--- src/rtl/hello_ram_arbiter_pkg.sv ---
// hello_ram_arbiter: shared constants, request bundle and id helper.
// Optional: HELLO_ARB_FIXED_PRIO_EN (tested only in hello_arb_rr_pick).
package hello_arb_pkg;

  localparam int AW_DEF    = 13;
  localparam int DW_DEF    = 32;
  localparam int DEPTH_DEF = 5000;
  localparam int BE_DEF    = DW_DEF / 8;

  typedef logic master_id_t;

  typedef struct packed {
    logic [AW_DEF-1:0] address;
    logic [BE_DEF-1:0] byteenable;
    logic              read;
    logic              write;
    logic [DW_DEF-1:0] writedata;
  } avl_req_t;

  function automatic logic [1:0] id2onehot(
    input master_id_t id
  );
    return id ? 2'b10 : 2'b01;
  endfunction

endpackage

--- src/rtl/hello_ram_arbiter_if.sv ---
// hello_ram_arbiter: two Avalon-MM slave ports plus the RAM side.
// master = requesters and RAM model; slave = the arbiter.
interface hello_ram_arbiter_if
  import hello_arb_pkg::*;
#(
  parameter int AW = AW_DEF,
  parameter int DW = DW_DEF
);

  logic            freeze;

  logic [AW-1:0]   m0_address;
  logic [DW/8-1:0] m0_byteenable;
  logic            m0_read;
  logic            m0_write;
  logic [DW-1:0]   m0_writedata;
  logic            m0_waitrequest;
  logic [DW-1:0]   m0_readdata;
  logic            m0_readdatavalid;

  logic [AW-1:0]   m1_address;
  logic [DW/8-1:0] m1_byteenable;
  logic            m1_read;
  logic            m1_write;
  logic [DW-1:0]   m1_writedata;
  logic            m1_waitrequest;
  logic [DW-1:0]   m1_readdata;
  logic            m1_readdatavalid;

  logic [AW-1:0]   ram_address;
  logic [DW/8-1:0] ram_byteenable;
  logic            ram_chipselect;
  logic            ram_write;
  logic [DW-1:0]   ram_writedata;
  logic            ram_clken;
  logic [DW-1:0]   ram_readdata;

  modport master (
    output freeze,
    output m0_address, m0_byteenable,
    output m0_read, m0_write, m0_writedata,
    input  m0_waitrequest, m0_readdata,
    input  m0_readdatavalid,
    output m1_address, m1_byteenable,
    output m1_read, m1_write, m1_writedata,
    input  m1_waitrequest, m1_readdata,
    input  m1_readdatavalid,
    input  ram_address, ram_byteenable,
    input  ram_chipselect, ram_write,
    input  ram_writedata, ram_clken,
    output ram_readdata
  );

  modport slave (
    input  freeze,
    input  m0_address, m0_byteenable,
    input  m0_read, m0_write, m0_writedata,
    output m0_waitrequest, m0_readdata,
    output m0_readdatavalid,
    input  m1_address, m1_byteenable,
    input  m1_read, m1_write, m1_writedata,
    output m1_waitrequest, m1_readdata,
    output m1_readdatavalid,
    output ram_address, ram_byteenable,
    output ram_chipselect, ram_write,
    output ram_writedata, ram_clken,
    input  ram_readdata
  );

endinterface

--- src/rtl/hello_ram_arbiter_rr_pick.sv ---
// hello_arb_rr_pick: one-hot grant from two requests and last_grant.
// HELLO_ARB_FIXED_PRIO_EN selects fixed m0-first priority.
module hello_arb_rr_pick
  import hello_arb_pkg::*;
(
  input  logic [1:0] req_i,
  input  master_id_t last_grant_i,
  output logic [1:0] gnt_o
);

`ifdef HELLO_ARB_FIXED_PRIO_EN
  logic unused_last_grant;
  assign unused_last_grant = last_grant_i;

  always_comb begin
    gnt_o = 2'b00;
    if (req_i[0]) begin
      gnt_o = 2'b01;
    end else if (req_i[1]) begin
      gnt_o = 2'b10;
    end
  end
`else
  always_comb begin
    gnt_o = 2'b00;
    unique case (req_i)
      2'b01:   gnt_o = 2'b01;
      2'b10:   gnt_o = 2'b10;
      // contention: whoever did not win last time
      2'b11:   gnt_o = id2onehot(~last_grant_i);
      default: gnt_o = 2'b00;
    endcase
  end
`endif

endmodule

--- src/rtl/hello_ram_arbiter.sv ---
// hello_ram_arbiter: two-master arbiter for the HELLO on-chip RAM.
// Optional macro HELLO_ARB_FIXED_PRIO_EN: fixed m0 priority.
module hello_ram_arbiter
  import hello_arb_pkg::*;
#(
  parameter int AW    = AW_DEF,
  parameter int DW    = DW_DEF,
  parameter int DEPTH = DEPTH_DEF
)(
  input logic clk,
  input logic reset_n,
  hello_ram_arbiter_if.slave bus
);

  // out-of-range addresses are forwarded as-is
  logic unused_depth;
  assign unused_depth = (DEPTH > 0);

  avl_req_t   r0, r1, sel;
  logic [1:0] req;
  logic [1:0] pick_gnt;
  logic [1:0] gnt;
  logic       accept;
  master_id_t win_id;

  master_id_t    last_grant_q, last_grant_d;
  logic          st1_valid_q, st1_valid_d;
  master_id_t    st1_id_q, st1_id_d;
  logic [1:0]    rdv_q, rdv_d;
  logic [DW-1:0] rd0_q, rd0_d;
  logic [DW-1:0] rd1_q, rd1_d;

  assign r0 = '{
    address:    bus.m0_address,
    byteenable: bus.m0_byteenable,
    read:       bus.m0_read,
    write:      bus.m0_write,
    writedata:  bus.m0_writedata
  };

  assign r1 = '{
    address:    bus.m1_address,
    byteenable: bus.m1_byteenable,
    read:       bus.m1_read,
    write:      bus.m1_write,
    writedata:  bus.m1_writedata
  };

  assign req[0] = r0.read | r0.write;
  assign req[1] = r1.read | r1.write;

  hello_arb_rr_pick u_pick (
    .req_i        (req),
    .last_grant_i (last_grant_q),
    .gnt_o        (pick_gnt)
  );

  assign gnt    = bus.freeze ? 2'b00 : pick_gnt;
  assign accept = |gnt;
  assign win_id = gnt[1];
  assign sel    = win_id ? r1 : r0;

  assign bus.ram_chipselect = accept;
  assign bus.ram_write      = accept & sel.write;
  assign bus.ram_address    = sel.address;
  assign bus.ram_byteenable = sel.byteenable;
  assign bus.ram_writedata  = sel.writedata;
  assign bus.ram_clken      = 1'b1;

  assign bus.m0_waitrequest = req[0] & ~gnt[0];
  assign bus.m1_waitrequest = req[1] & ~gnt[1];

  always_comb begin
    last_grant_d = last_grant_q;
    st1_valid_d  = 1'b0;
    st1_id_d     = win_id;
    rdv_d        = 2'b00;
    rd0_d        = rd0_q;
    rd1_d        = rd1_q;
    if (accept) begin
      last_grant_d = win_id;
      // write beats read when both are raised
      st1_valid_d  = ~sel.write;
    end
    if (st1_valid_q) begin
      if (st1_id_q) begin
        rdv_d[1] = 1'b1;
        rd1_d    = bus.ram_readdata;
      end else begin
        rdv_d[0] = 1'b1;
        rd0_d    = bus.ram_readdata;
      end
    end
  end

  always_ff @(posedge clk or negedge reset_n) begin
    if (!reset_n) begin
      last_grant_q <= 1'b1;
      st1_valid_q  <= 1'b0;
      st1_id_q     <= 1'b0;
      rdv_q        <= 2'b00;
      rd0_q        <= '0;
      rd1_q        <= '0;
    end else begin
      last_grant_q <= last_grant_d;
      st1_valid_q  <= st1_valid_d;
      st1_id_q     <= st1_id_d;
      rdv_q        <= rdv_d;
      rd0_q        <= rd0_d;
      rd1_q        <= rd1_d;
    end
  end

  assign bus.m0_readdata      = rd0_q;
  assign bus.m1_readdata      = rd1_q;
  assign bus.m0_readdatavalid = rdv_q[0];
  assign bus.m1_readdatavalid = rdv_q[1];

endmodule
--- src/flat_wrapper.sv ---
// flat-port wrapper written by rule: the top's interface ports become plain ports
module hello_ram_arbiter_flat import hello_arb_pkg::*;
#(
  parameter int AW    = AW_DEF,
  parameter int DW    = DW_DEF,
  parameter int DEPTH = DEPTH_DEF
)
  (clk, reset_n, bus_freeze, bus_m0_address, bus_m0_byteenable, bus_m0_read, bus_m0_write, bus_m0_writedata, bus_m0_waitrequest, bus_m0_readdata, bus_m0_readdatavalid, bus_m1_address, bus_m1_byteenable, bus_m1_read, bus_m1_write, bus_m1_writedata, bus_m1_waitrequest, bus_m1_readdata, bus_m1_readdatavalid, bus_ram_address, bus_ram_byteenable, bus_ram_chipselect, bus_ram_write, bus_ram_writedata, bus_ram_clken, bus_ram_readdata);
  hello_ram_arbiter_if #(.AW(AW), .DW(DW)) bus_i ();
  input logic clk;
  input logic reset_n;
  input wire logic [$bits(bus_i.freeze)-1:0] bus_freeze;
  input wire logic [$bits(bus_i.m0_address)-1:0] bus_m0_address;
  input wire logic [$bits(bus_i.m0_byteenable)-1:0] bus_m0_byteenable;
  input wire logic [$bits(bus_i.m0_read)-1:0] bus_m0_read;
  input wire logic [$bits(bus_i.m0_write)-1:0] bus_m0_write;
  input wire logic [$bits(bus_i.m0_writedata)-1:0] bus_m0_writedata;
  output wire logic [$bits(bus_i.m0_waitrequest)-1:0] bus_m0_waitrequest;
  output wire logic [$bits(bus_i.m0_readdata)-1:0] bus_m0_readdata;
  output wire logic [$bits(bus_i.m0_readdatavalid)-1:0] bus_m0_readdatavalid;
  input wire logic [$bits(bus_i.m1_address)-1:0] bus_m1_address;
  input wire logic [$bits(bus_i.m1_byteenable)-1:0] bus_m1_byteenable;
  input wire logic [$bits(bus_i.m1_read)-1:0] bus_m1_read;
  input wire logic [$bits(bus_i.m1_write)-1:0] bus_m1_write;
  input wire logic [$bits(bus_i.m1_writedata)-1:0] bus_m1_writedata;
  output wire logic [$bits(bus_i.m1_waitrequest)-1:0] bus_m1_waitrequest;
  output wire logic [$bits(bus_i.m1_readdata)-1:0] bus_m1_readdata;
  output wire logic [$bits(bus_i.m1_readdatavalid)-1:0] bus_m1_readdatavalid;
  output wire logic [$bits(bus_i.ram_address)-1:0] bus_ram_address;
  output wire logic [$bits(bus_i.ram_byteenable)-1:0] bus_ram_byteenable;
  output wire logic [$bits(bus_i.ram_chipselect)-1:0] bus_ram_chipselect;
  output wire logic [$bits(bus_i.ram_write)-1:0] bus_ram_write;
  output wire logic [$bits(bus_i.ram_writedata)-1:0] bus_ram_writedata;
  output wire logic [$bits(bus_i.ram_clken)-1:0] bus_ram_clken;
  input wire logic [$bits(bus_i.ram_readdata)-1:0] bus_ram_readdata;
  assign bus_i.freeze = bus_freeze;
  assign bus_i.m0_address = bus_m0_address;
  assign bus_i.m0_byteenable = bus_m0_byteenable;
  assign bus_i.m0_read = bus_m0_read;
  assign bus_i.m0_write = bus_m0_write;
  assign bus_i.m0_writedata = bus_m0_writedata;
  assign bus_m0_waitrequest = bus_i.m0_waitrequest;
  assign bus_m0_readdata = bus_i.m0_readdata;
  assign bus_m0_readdatavalid = bus_i.m0_readdatavalid;
  assign bus_i.m1_address = bus_m1_address;
  assign bus_i.m1_byteenable = bus_m1_byteenable;
  assign bus_i.m1_read = bus_m1_read;
  assign bus_i.m1_write = bus_m1_write;
  assign bus_i.m1_writedata = bus_m1_writedata;
  assign bus_m1_waitrequest = bus_i.m1_waitrequest;
  assign bus_m1_readdata = bus_i.m1_readdata;
  assign bus_m1_readdatavalid = bus_i.m1_readdatavalid;
  assign bus_ram_address = bus_i.ram_address;
  assign bus_ram_byteenable = bus_i.ram_byteenable;
  assign bus_ram_chipselect = bus_i.ram_chipselect;
  assign bus_ram_write = bus_i.ram_write;
  assign bus_ram_writedata = bus_i.ram_writedata;
  assign bus_ram_clken = bus_i.ram_clken;
  assign bus_i.ram_readdata = bus_ram_readdata;
  hello_ram_arbiter #(.AW(AW), .DW(DW), .DEPTH(DEPTH)) u_core (.clk(clk), .reset_n(reset_n), .bus(bus_i));
endmodule
--- config.mk ---
export PLATFORM = sky130hd
export DESIGN_NAME = hello_ram_arbiter_flat
export DESIGN_NICKNAME = d
export VERILOG_FILES = /design/src/rtl/hello_ram_arbiter_pkg.sv /design/src/rtl/hello_ram_arbiter_if.sv /design/src/rtl/hello_ram_arbiter_rr_pick.sv /design/src/rtl/hello_ram_arbiter.sv /design/src/flat_wrapper.sv
export SDC_FILE = /design/constraint.sdc
export NUM_CORES = 1
export LEC_CHECK = 0
export ABC_AREA = 1
export BUFFER_PORTS_ARGS = -buffer_cell sky130_fd_sc_hd__buf_2
export CORE_MARGIN = 10
export CORE_UTILIZATION = 36
export CTS_CLUSTER_DIAMETER = 40
export DETAILED_ROUTE_END_ITERATION = 12
export PLACE_DENSITY_LB_ADDON = 0.2
export SYNTH_ARGS = -nofsm -noshare
export SYNTH_HDL_FRONTEND = slang
export SYNTH_HIERARCHICAL = 1
export SYNTH_SLANG_ARGS = --single-unit
export TNS_END_PERCENT = 20
--- constraint.sdc ---
create_clock -name clk -period 1.5 [get_ports clk]
set_input_delay 0.3 -clock clk [delete_from_list [all_inputs] [get_ports clk]]
set_output_delay 0.3 -clock clk [all_outputs]
set_load 0.01 [all_outputs]
==> flow_summary.yaml, run 1 <==
power:
  irDropWorstVdd_v: 0.000560
  switching_share: 0.377
  cellLeakagePower_nw: 3.13
  internal_power_mw: 5.21
  seqPwrFrac: 0.388
  clock_power_share: 0.194
  comb_power_share: 0.418
  switchingPower_mw: 3.16
  power.density_mw_per_mm2: 1630
cts:
  cts_buffers: 9
  path_clk_slew_ns: 0.07
  clkSinkCount: 69
  cts_tree: "yes"
  cts-root-buf: "clkbuf_8"
  htree_levels: 3
  clock_latency_ns: 0.33
  clock_path_buffers: 2
worst_setup_path:
  slowest_delay_ns: 0.57
  startpoint: "u_core/last_grant_q"
  critical_path.cell_chain: "a21oi_4 > nand2_2 > buf_12 > nand2_1 > nand2_2 > buf_2"
  r2r-end: "u_core/st1_valid_q"
  critPathSlowestCell: "dfstp_2"
  crit_type: "reg -> out"
  crit_fanout: 34
  rr_startpoint: "u_core/last_grant_q"
  cp_common_cell: "nand2_2"
  crit_end: "bus_ram_address[6]"
  rr_worst_depth: 6
  rrSetupSlack_ns: 0.25
  startpoint_type: "flip-flop"
  arrival_ns: 1.59
  endpoint_kind: "primary output"
  worstPathRequired_ns: 1.20
outcome:
  outcome: "finished, violations left"
  violations: "setup timing"
finish:
  antenna_cells: 0
  area_growth_pct: 53.7
  fin_util: 0.563
  drive_above_1_share: 0.450
  fin_nets: 835
  layout_commonest_cell: "buf_2"
  layout_common_cells: "237 x buf_2, 202 x nand2_1, 68 x dfrtp_1"
global_routing:
  track_usage: 0.174
  grt_pass1_vias: 3794
  grt_pass1_wl_mm: 18.7
  grt_max_degree: 70
  gr-total-overflow: 0
  grt_antenna_before_repair: 0
logic_synthesis:
  post_synth.cell_area_avg_sq_um: 7.61
  synth_seq_cells: 69
  yosys_warnings: 6
  syn_area_sq_mm: 0.00333
  ys_types: 16
  syn_inst: 438
  syn_nets: 575
  yosysSeqAreaShare: 0.518
place:
  hpwl_mm: 10.0
  io_buffers: 255
  routabilityCongestion: 0.855
route:
  dr.pass1.iters: 4
  wl_met1_mm: 4.22
  route.met2.wl_mm: 6.11
  wl_per_cell_microns: 15.1
  dr.max_layer_used: "met4"
  dr_wl_met3_mm: 1.55
  ant_nets: 0
  vias: 3673
  drc: 0
  drtIter0Drc: 201
  vias_per_cell: 4.51
  totalWireLength_mm: 12.3
die:
  die-area_sq_mm: 0.0135
  die_w_microns: 116
  core_area_sq_mm: 0.00911
  initial_core_util: 0.366
  std_cell_rows: 35
  ios: 257
  die_h_microns: 116
timing:
  fin_crit_sh: 1.26
  hold_viol: 0
  max_freq_mhz: 530
  setup_viol: 53
  worst_clock_skew_ns: 0.00562
  finalCriticalPeriod_ns: 1.89
  rsz0062_at_grt: "yes"
  finalWorstSetupSlack_ns: -0.385
  drv_slew: 0
  finalSetupTns_ns: -18.40
  whs_ns: 0.230
worst_hold_path:
  worstHoldPathType: "in -> reg"
flow_run:
  maxCapViolCount: 0
power by group through the flow:
| stage | clock (mW) | sequential [mW] | combinational (mW) |
|---|---|---|---|
| 2_1_floorplan | 0 | 3.65 | 1.30 |
| 3_3_place_gp | 0 | 3.23 | 3.40 |
| 3_5_place_dp | 0 | 3.27 | 3.47 |
| 4_1_cts | 1.67 | 3.25 | 3.57 |
| 5_1_grt | 1.77 | 3.37 | 3.91 |
| 6_report | 1.62 | 3.24 | 3.50 |
metrics by stage:
stage,total power [mW],instances,setup WS (ns),cell area [sq um]
6_report,8.36,814,-0.385,5120
5_1_grt,9.04,814,-0.508,5120
4_1_cts,8.49,814,-0.416,5100
3_5_place_dp,6.74,796,-0.268,4770
3_3_place_gp,6.63,796,-0.225,4770
2_1_floorplan,4.96,438,0.00368,3370
state kept, by name, summed over array words and instances (netlist names):
register,cells
u_core/rdv_q,2
u_core/bus.m0_readdata,32
u_core/st1_valid_q,1
u_core/bus.m1_readdata,32
u_core/st1_id_q,1
u_core/last_grant_q,1
worst min path at each step:
stage	to	slack, ns	start	depth (start not counted)
5_1_grt	u_core/bus.m0_readdata[26]	0.22	bus_ram_readdata[26]	3
3_3_place_gp	u_core/bus.m1_readdata[0]	0.35	reset_n	2
3_5_place_dp	u_core/bus.m1_readdata[0]	0.35	reset_n	2
6_report	u_core/bus.m1_readdata[29]	0.23	bus_ram_readdata[29]	3
4_1_cts	u_core/bus.m1_readdata[29]	0.21	bus_ram_readdata[29]	3
2_1_floorplan	u_core/bus.m0_readdata[0]	0.004	reset_n	0
cells in the mapped netlist:
master	instances	area [sq um]
a21oi_1	3	15.0
buf_2	6	30.0
buf_4	5	37.5
buf_6	10	113
clkbuf_1	4	15.0
conb_1	1	3.75
dfrtp_1	68	1700
dfstp_2	1	26.3
inv_1	42	158
inv_2	2	7.51
nand2_1	214	803
nand2_2	9	56.3
nand3_1	3	15.0
nor2_1	4	15.0
nor2_4	1	11.3
o21ai_0	65	325
worst max-delay path: cells and delay by family (launching register included):
| kind | cells | cell delay [ns] |
|---|---|---|
| DFF | 1 | 0.57 |
| AOI/OAI and AO/OA | 1 | 0.07 |
| buffers and inverters | 2 | 0.31 |
| and+or+nand+nor | 3 | 0.29 |
what timing repair did:
item	in CTS	in global routing
hold endpoints to repair	57	0
pin swaps	3	2
resized for setup	24	5
hold buffers	1	0
buffers inserted	1	0
endpoints found under the setup margin	53	53
layer usage:
| layer | track usage | up-vias |
|---|---|---|
| li1 | - | 1847 |
| met1 | 0.171 | 1638 |
| met2 | 0.302 | 167 |
| met3 | 0.0883 | 21 |
| met4 | 0.0742 | 0 |
| met5 | 0 | - |
cell type report:
type | count | area (sq um)
Inverter | 44 | 165
Tap cell | 111 | 139
Clock buffer | 10 | 128
Clock inverter | 6 | 87.6
Multi-Input combinational cell | 300 | 1290
Fill cell | 887 | 3990
Timing Repair Buffer | 274 | 1580
Sequential cell | 69 | 1730
logic make-up after synthesis:
| family | share of synthesized area |
|---|---|
| flip-flops | 0.518 |
| AO/OA/AOI/OAI | 0.102 |
| other | 0.00113 |
| buffers and inverters | 0.108 |
| AND/OR/NAND/NOR | 0.270 |
Note: power is estimated with default switching activity, not from simulation.
==> inputs of run 2 (changes only) <==
Settings changed: CORE_MARGIN 10 to 5, SYNTH_HIERARCHICAL 1 to not set.
==> run 2 against run 1 <==
The flow still finishes with violations (setup timing). Critical path depth stayed put. Register-to-register slack improved by 0.07 ns. Sequential share of layout area increased by 0.51 points.
==> flow_summary.yaml, run 2 <==
timing:
  hold_viol: 0
  drv_slew: 0
  rsz0062_at_grt: "yes"
  finalSetupTns_ns: -17.56
  finalWorstSetupSlack_ns: -0.376
  setup_viol: 52
  finalCriticalPeriod_ns: 1.88
  worst_clock_skew_ns: 0.0102
  fin_crit_sh: 1.25
  max_freq_mhz: 533
die:
  initial_core_util: 0.371
  core_area_sq_mm: 0.00876
  die_w_microns: 105
  ios: 257
  std_cell_rows: 34
  die_h_microns: 105
  die-area_sq_mm: 0.0110
worst_setup_path:
  rr_startpoint: "u_core.last_grant_q"
  rr_worst_depth: 6
  worstPathRequired_ns: 1.20
  rrSetupSlack_ns: 0.32
  crit_fanout: 13
  endpoint_kind: "primary output"
  crit_type: "reg -> out"
  arrival_ns: 1.58
  r2r-end: "u_core.st1_valid_q"
  startpoint_type: "flip-flop"
cts:
  cts-root-buf: "clkbuf_8"
  cts_buffers: 9
  clock_latency_ns: 0.33
  clkSinkCount: 69
  cts_tree: "yes"
  path_clk_slew_ns: 0.08
  htree_levels: 3
  cts_setup_buffers: 0
  clock_path_buffers: 2
route:
  totalWireLength_mm: 11.6
  dr.pass1.iters: 4
  drtIter0Drc: 168
  wl_per_cell_microns: 14.4
  vias_per_cell: 4.46
  vias: 3595
  drc: 0
  ant_nets: 0
logic_synthesis:
  synth_simple_gate_area_frac: 0.270
  synth_top_family_by_area: "simple AND/OR/NAND/NOR gates"
  synth_top_area_share: 0.523
  synthXorXnorAreaFrac: 0
  synth_common_cells: "216 x nand2_1, 68 x dfrtp_1, 65 x o21ai_0, 39 x inv_1, 11 x buf_2"
  synthArstFlopShare: 1.00
  synth_seq_cells: 69
  yosys.area_share.adder: 0
  post_synth.cell_area_avg_sq_um: 7.57
  muxShareOfSynthArea: 0
  syn_area_sq_mm: 0.00325
  dominantRegCellSynth: "dfrtp_1"
  syn_nets: 567
  ys_types: 18
  yosysSeqAreaShare: 0.531
  yosysMostFrequentCell: "nand2_1"
  synth_edf_count: 0
  yosys.area.top_type: "dfrtp_1"
  syn_inst: 430
  ys_top_cells_by_area: "dfrtp_1 52%, nand2_1 25%, o21ai_0 10%"
  synth_compound_area_frac: 0.106
  yosys_warnings: 0
global_routing:
  grt_max_degree: 70
  track_usage: 0.205
  grt_antenna_before_repair: 2
  grt_pass1_vias: 3520
  gr-total-overflow: 0
  grt_pass1_wl_mm: 18.1
worst_hold_path:
  hold_end: "u_core.bus.m0_readdata[8]"
  min_path_cells: 3
  min_from: "bus_ram_readdata[8]"
  worstHoldPathType: "in -> reg"
power:
  power.density_mw_per_mm2: 1250
  irDropWorstVdd_v: 0.000404
  cellLeakagePower_nw: 3.09
  finalPower_mw: 6.32
finish:
  fin_nets: 830
  antenna_cells: 0
  fill_cells: 842
  layout_common_cells: "252 x buf_2, 207 x nand2_1, 68 x dfrtp_1"
  layout_commonest_cell: "buf_2"
  fin_util: 0.576
  drive_above_1_share: 0.440
  area_growth_pct: 55.1
outcome:
  outcome: "finished, violations left"
  violations: "setup timing"
place:
  hpwl_mm: 9.41
  routabilityCongestion: 0.901
  io_buffers: 255
flow_run:
  maxCapViolCount: 0
## run 2: cell type report
type / instances / area [sq um] / share of cell area
flip-flops and latches: 69 / 1730 / 0.342
clock inverters: 5 / 58.8 / 0.0117
inverters: 41 / 159 / 0.0315
well taps: 108 / 135 / 0.0268
clock buffers: 11 / 141 / 0.0280
repair buffers: 276 / 1570 / 0.310
multi-input cells: 296 / 1260 / 0.249
## run 2: logic make-up (layout without fill, tap and decap cells)
| family | after synthesis | in the layout |
|---|---|---|
| simple gates | 227 | 227 |
| flops | 69 | 69 |
| compound gates | 68 | 68 |
| buf+inv | 65 | 333 |
| other cells | 1 | 1 |
## run 2: how the worst max path moves through the flow
stage,to,from,depth (start not counted),slack (ns)
after floorplan,bus_m1_waitrequest,u_core.last_grant_q,5,0.16
after global placement,bus_ram_writedata[19],u_core.last_grant_q,6,-0.07
after detailed placement,bus_ram_address[8],u_core.last_grant_q,6,-0.06
after CTS,bus_ram_address[5],u_core.last_grant_q,7,-0.37
after global routing,bus_ram_address[6],u_core.last_grant_q,6,-0.47
final,bus_ram_address[0],u_core.last_grant_q,6,-0.38
## run 2: worst max-delay path, cell delays in order, from the launching register on
cell and delay (ns):
dfstp_2 0.56, o21ai_4 0.07, nand2_4 0.13, buf_4 0.20
nand2_1 0.09, nand2_1 0.07, buf_2 0.12
## run 2: repair_timing
action                     in CTS  in global routing
hold buffers                    1                  0
hold endpoints to repair       41                  0
gates cloned                    0                  1
setup endpoints to repair      52                 52
gates resized for setup         9                 11
pin swaps                       2                  1
## run 2: where the power goes
| group | internal [mW] | switching [mW] | total [mW] |
|---|---|---|---|
| Sequential | 2.37 | 0.246 | 2.62 |
| Combinational | 0.961 | 1.23 | 2.19 |
| Clock | 0.817 | 0.694 | 1.51 |
## run 2: routing by layer
metal / up-vias / global-route usage / part of all wire
met5: - / 0 / 0.0029
met3: 12 / 0.0691 / 0.084
li1: 1831 / - / -
met4: 4 / 0.0621 / 0.013
met1: 1593 / 0.230 / 0.37
met2: 155 / 0.366 / 0.53
## run 2: per-stage QoR
step | hold WS [ns] | cells | cell area (sq um) | setup slack [ns]
floorplan | 0.00441 | 430 | 3250 | 0.161
global placement | 0.347 | 788 | 4740 | -0.0722
detailed placement | 0.350 | 788 | 4740 | -0.0588
CTS | 0.204 | 805 | 4990 | -0.370
global route | 0.205 | 806 | 5050 | -0.468
finish | 0.221 | 806 | 5050 | -0.376
==> inputs of run 3 (changes only) <==
Settings changed: CELL_PAD_IN_SITES_DETAIL_PLACEMENT set to 1, CELL_PAD_IN_SITES_GLOBAL_PLACEMENT set to 1, CORE_UTILIZATION 36 to 23.
==> run 3 against run 2 <==
The run still ends with setup timing left. Sequential cell count unchanged. Non-clock buffer count increased by 2. First-iteration DRC count decreased by 45%. Core utilization decreased by 19 points. Largest power group unchanged.
==> flow_summary.yaml, run 3 (synthesis gave the netlist of run 2 again) <==
die:
  initial_core_util: 0.234
  core_area_sq_mm: 0.0139
  die-area_sq_mm: 0.0166
  ios: 257
  die_w_microns: 129
  std_cell_rows: 43
  die_h_microns: 129
finish:
  layout_common_cells: "243 x buf_2, 204 x nand2_1, 68 x dfrtp_1"
  antenna_cells: 0
  fill_cells: 1787
  layout_commonest_cell: "buf_2"
  finalNonFillerCells: 880
  fin_util: 0.385
  area_growth_pct: 64.2
  fin_nets: 832
  regArea_sq_mm: 0.00173
  multiInputGateArea_sq_mm: 0.00126
  drive_above_1_share: 0.447
  final_area_sq_mm: 0.00534
timing:
  rsz0062_at_grt: "yes"
  setup_viol: 52
  finalSetupTns_ns: -17.48
  finalWorstSetupSlack_ns: -0.364
  whs_ns: 0.242
  fin_crit_sh: 1.24
  finalCriticalPeriod_ns: 1.86
  drv_slew: 0
  max_freq_mhz: 536
  worst_clock_skew_ns: 0.00289
  hold_viol: 0
worst_setup_path:
  startpoint_type: "flip-flop"
  critPathSlowestCell: "dfstp_2"
  cp_common_cell: "nand2_1"
  endpoint_kind: "primary output"
  slowest_delay_ns: 0.56
  critical_path.cell_chain: "o21ai_4 > nand2_4 > inv_8 > buf_12 > nand2_1 > nand2_1 > buf_2"
  arrival_ns: 1.56
  crit_type: "reg -> out"
  crit_fanout: 14
  rrSetupSlack_ns: 0.22
  worstPathRequired_ns: 1.20
power:
  comb_power_share: 0.318
  finalPower_mw: 7.08
  internal_power_mw: 4.76
  irDropWorstVdd_v: 0.000520
  switchingPower_mw: 2.32
  clock_power_share: 0.307
  cellLeakagePower_nw: 3.18
  seqPwrFrac: 0.375
  power.density_mw_per_mm2: 1330
  switching_share: 0.328
global_routing:
  grt_pass1_vias: 3998
  grt_pass1_wl_mm: 20.1
  track_usage: 0.154
  grt_antenna_before_repair: 0
  grt_max_degree: 45
  gr-total-overflow: 0
route:
  drc: 0
  dr.pass1.iters: 4
  wl_per_cell_microns: 14.9
  totalWireLength_mm: 13.1
  vias: 3699
  vias_per_cell: 4.20
  drtIter0Drc: 92
  ant_nets: 0
cts:
  cts-root-buf: "clkbuf_16"
  clock_latency_ns: 0.33
  htree_levels: 3
  cts_buffers: 9
  path_clk_slew_ns: 0.06
  clkSinkCount: 69
  clock_path_buffers: 2
  cts_tree: "yes"
outcome:
  outcome: "finished, violations left"
  violations: "setup timing"
place:
  place_area_sq_mm: 0.00484
  io_buffers: 255
  dp.cells: 860
  routabilityCongestion: 0.793
  pre_cts_ws_ns: -0.102
  hpwl_mm: 10.8
worst_hold_path:
  worstHoldPathType: "in -> reg"
flow_run:
  maxCapViolCount: 0
[run 3: cell type report]
type                    count  area share
clock inverters             5      0.0110
well taps                 180      0.0422
clock buffers              11      0.0473
multi-input cells         296       0.237
repair buffers            278       0.309
flip-flops and latches     69       0.323
inverters                  41      0.0302
[run 3: critical path, delay by kind of cell (launching register included)]
kind,cells,cell delay [ns]
buf+inv,3,0.35
simple gates,3,0.26
compound gates,1,0.07
flops,1,0.56
[run 3: path summary, 6_finish.rpt]
kind,start,end,cells after the start
worst max-delay path,u_core.last_grant_q,bus_ram_writedata[26],7
worst min-delay path,bus_ram_readdata[10],u_core.bus.m0_readdata[10],3
worst max register to register,u_core.last_grant_q,u_core.st1_valid_q,7
worst min register to register,u_core.bus.m0_readdata[8],u_core.bus.m0_readdata[8],2
max in group asynchronous,reset_n,u_core.bus.m0_readdata[30],3
min in group asynchronous,reset_n,u_core.bus.m1_readdata[11],2
[run 3: routing by layer]
layer  track usage  vias to the layer above  wire [microns]
met1         0.164                     1680            4670
met2         0.272                      163            6740
met5             0                        -               0
li1              -                     1838               -
met3        0.0631                       18            1390
met4        0.0574                        0             297
[run 3: power groups by stage]
stage | clock network, mW | registers [mW] | logic, mW
4_1_cts | 2.25 | 2.67 | 2.31
5_1_grt | 2.34 | 2.73 | 2.51
3_5_place_dp | 0 | 2.70 | 2.21
2_1_floorplan | 0 | 2.91 | 0.759
3_3_place_gp | 0 | 2.68 | 2.15
6_report | 2.17 | 2.66 | 2.25
[run 3: what timing repair did]
action                     in CTS  in global routing
hold endpoints to repair       13                  0
resized for setup              37                  0
setup endpoints to repair      52                 52
pin swaps                       3                  0
hold buffers                    1                  0
buffers inserted                2                  0
cloned                          0                  1
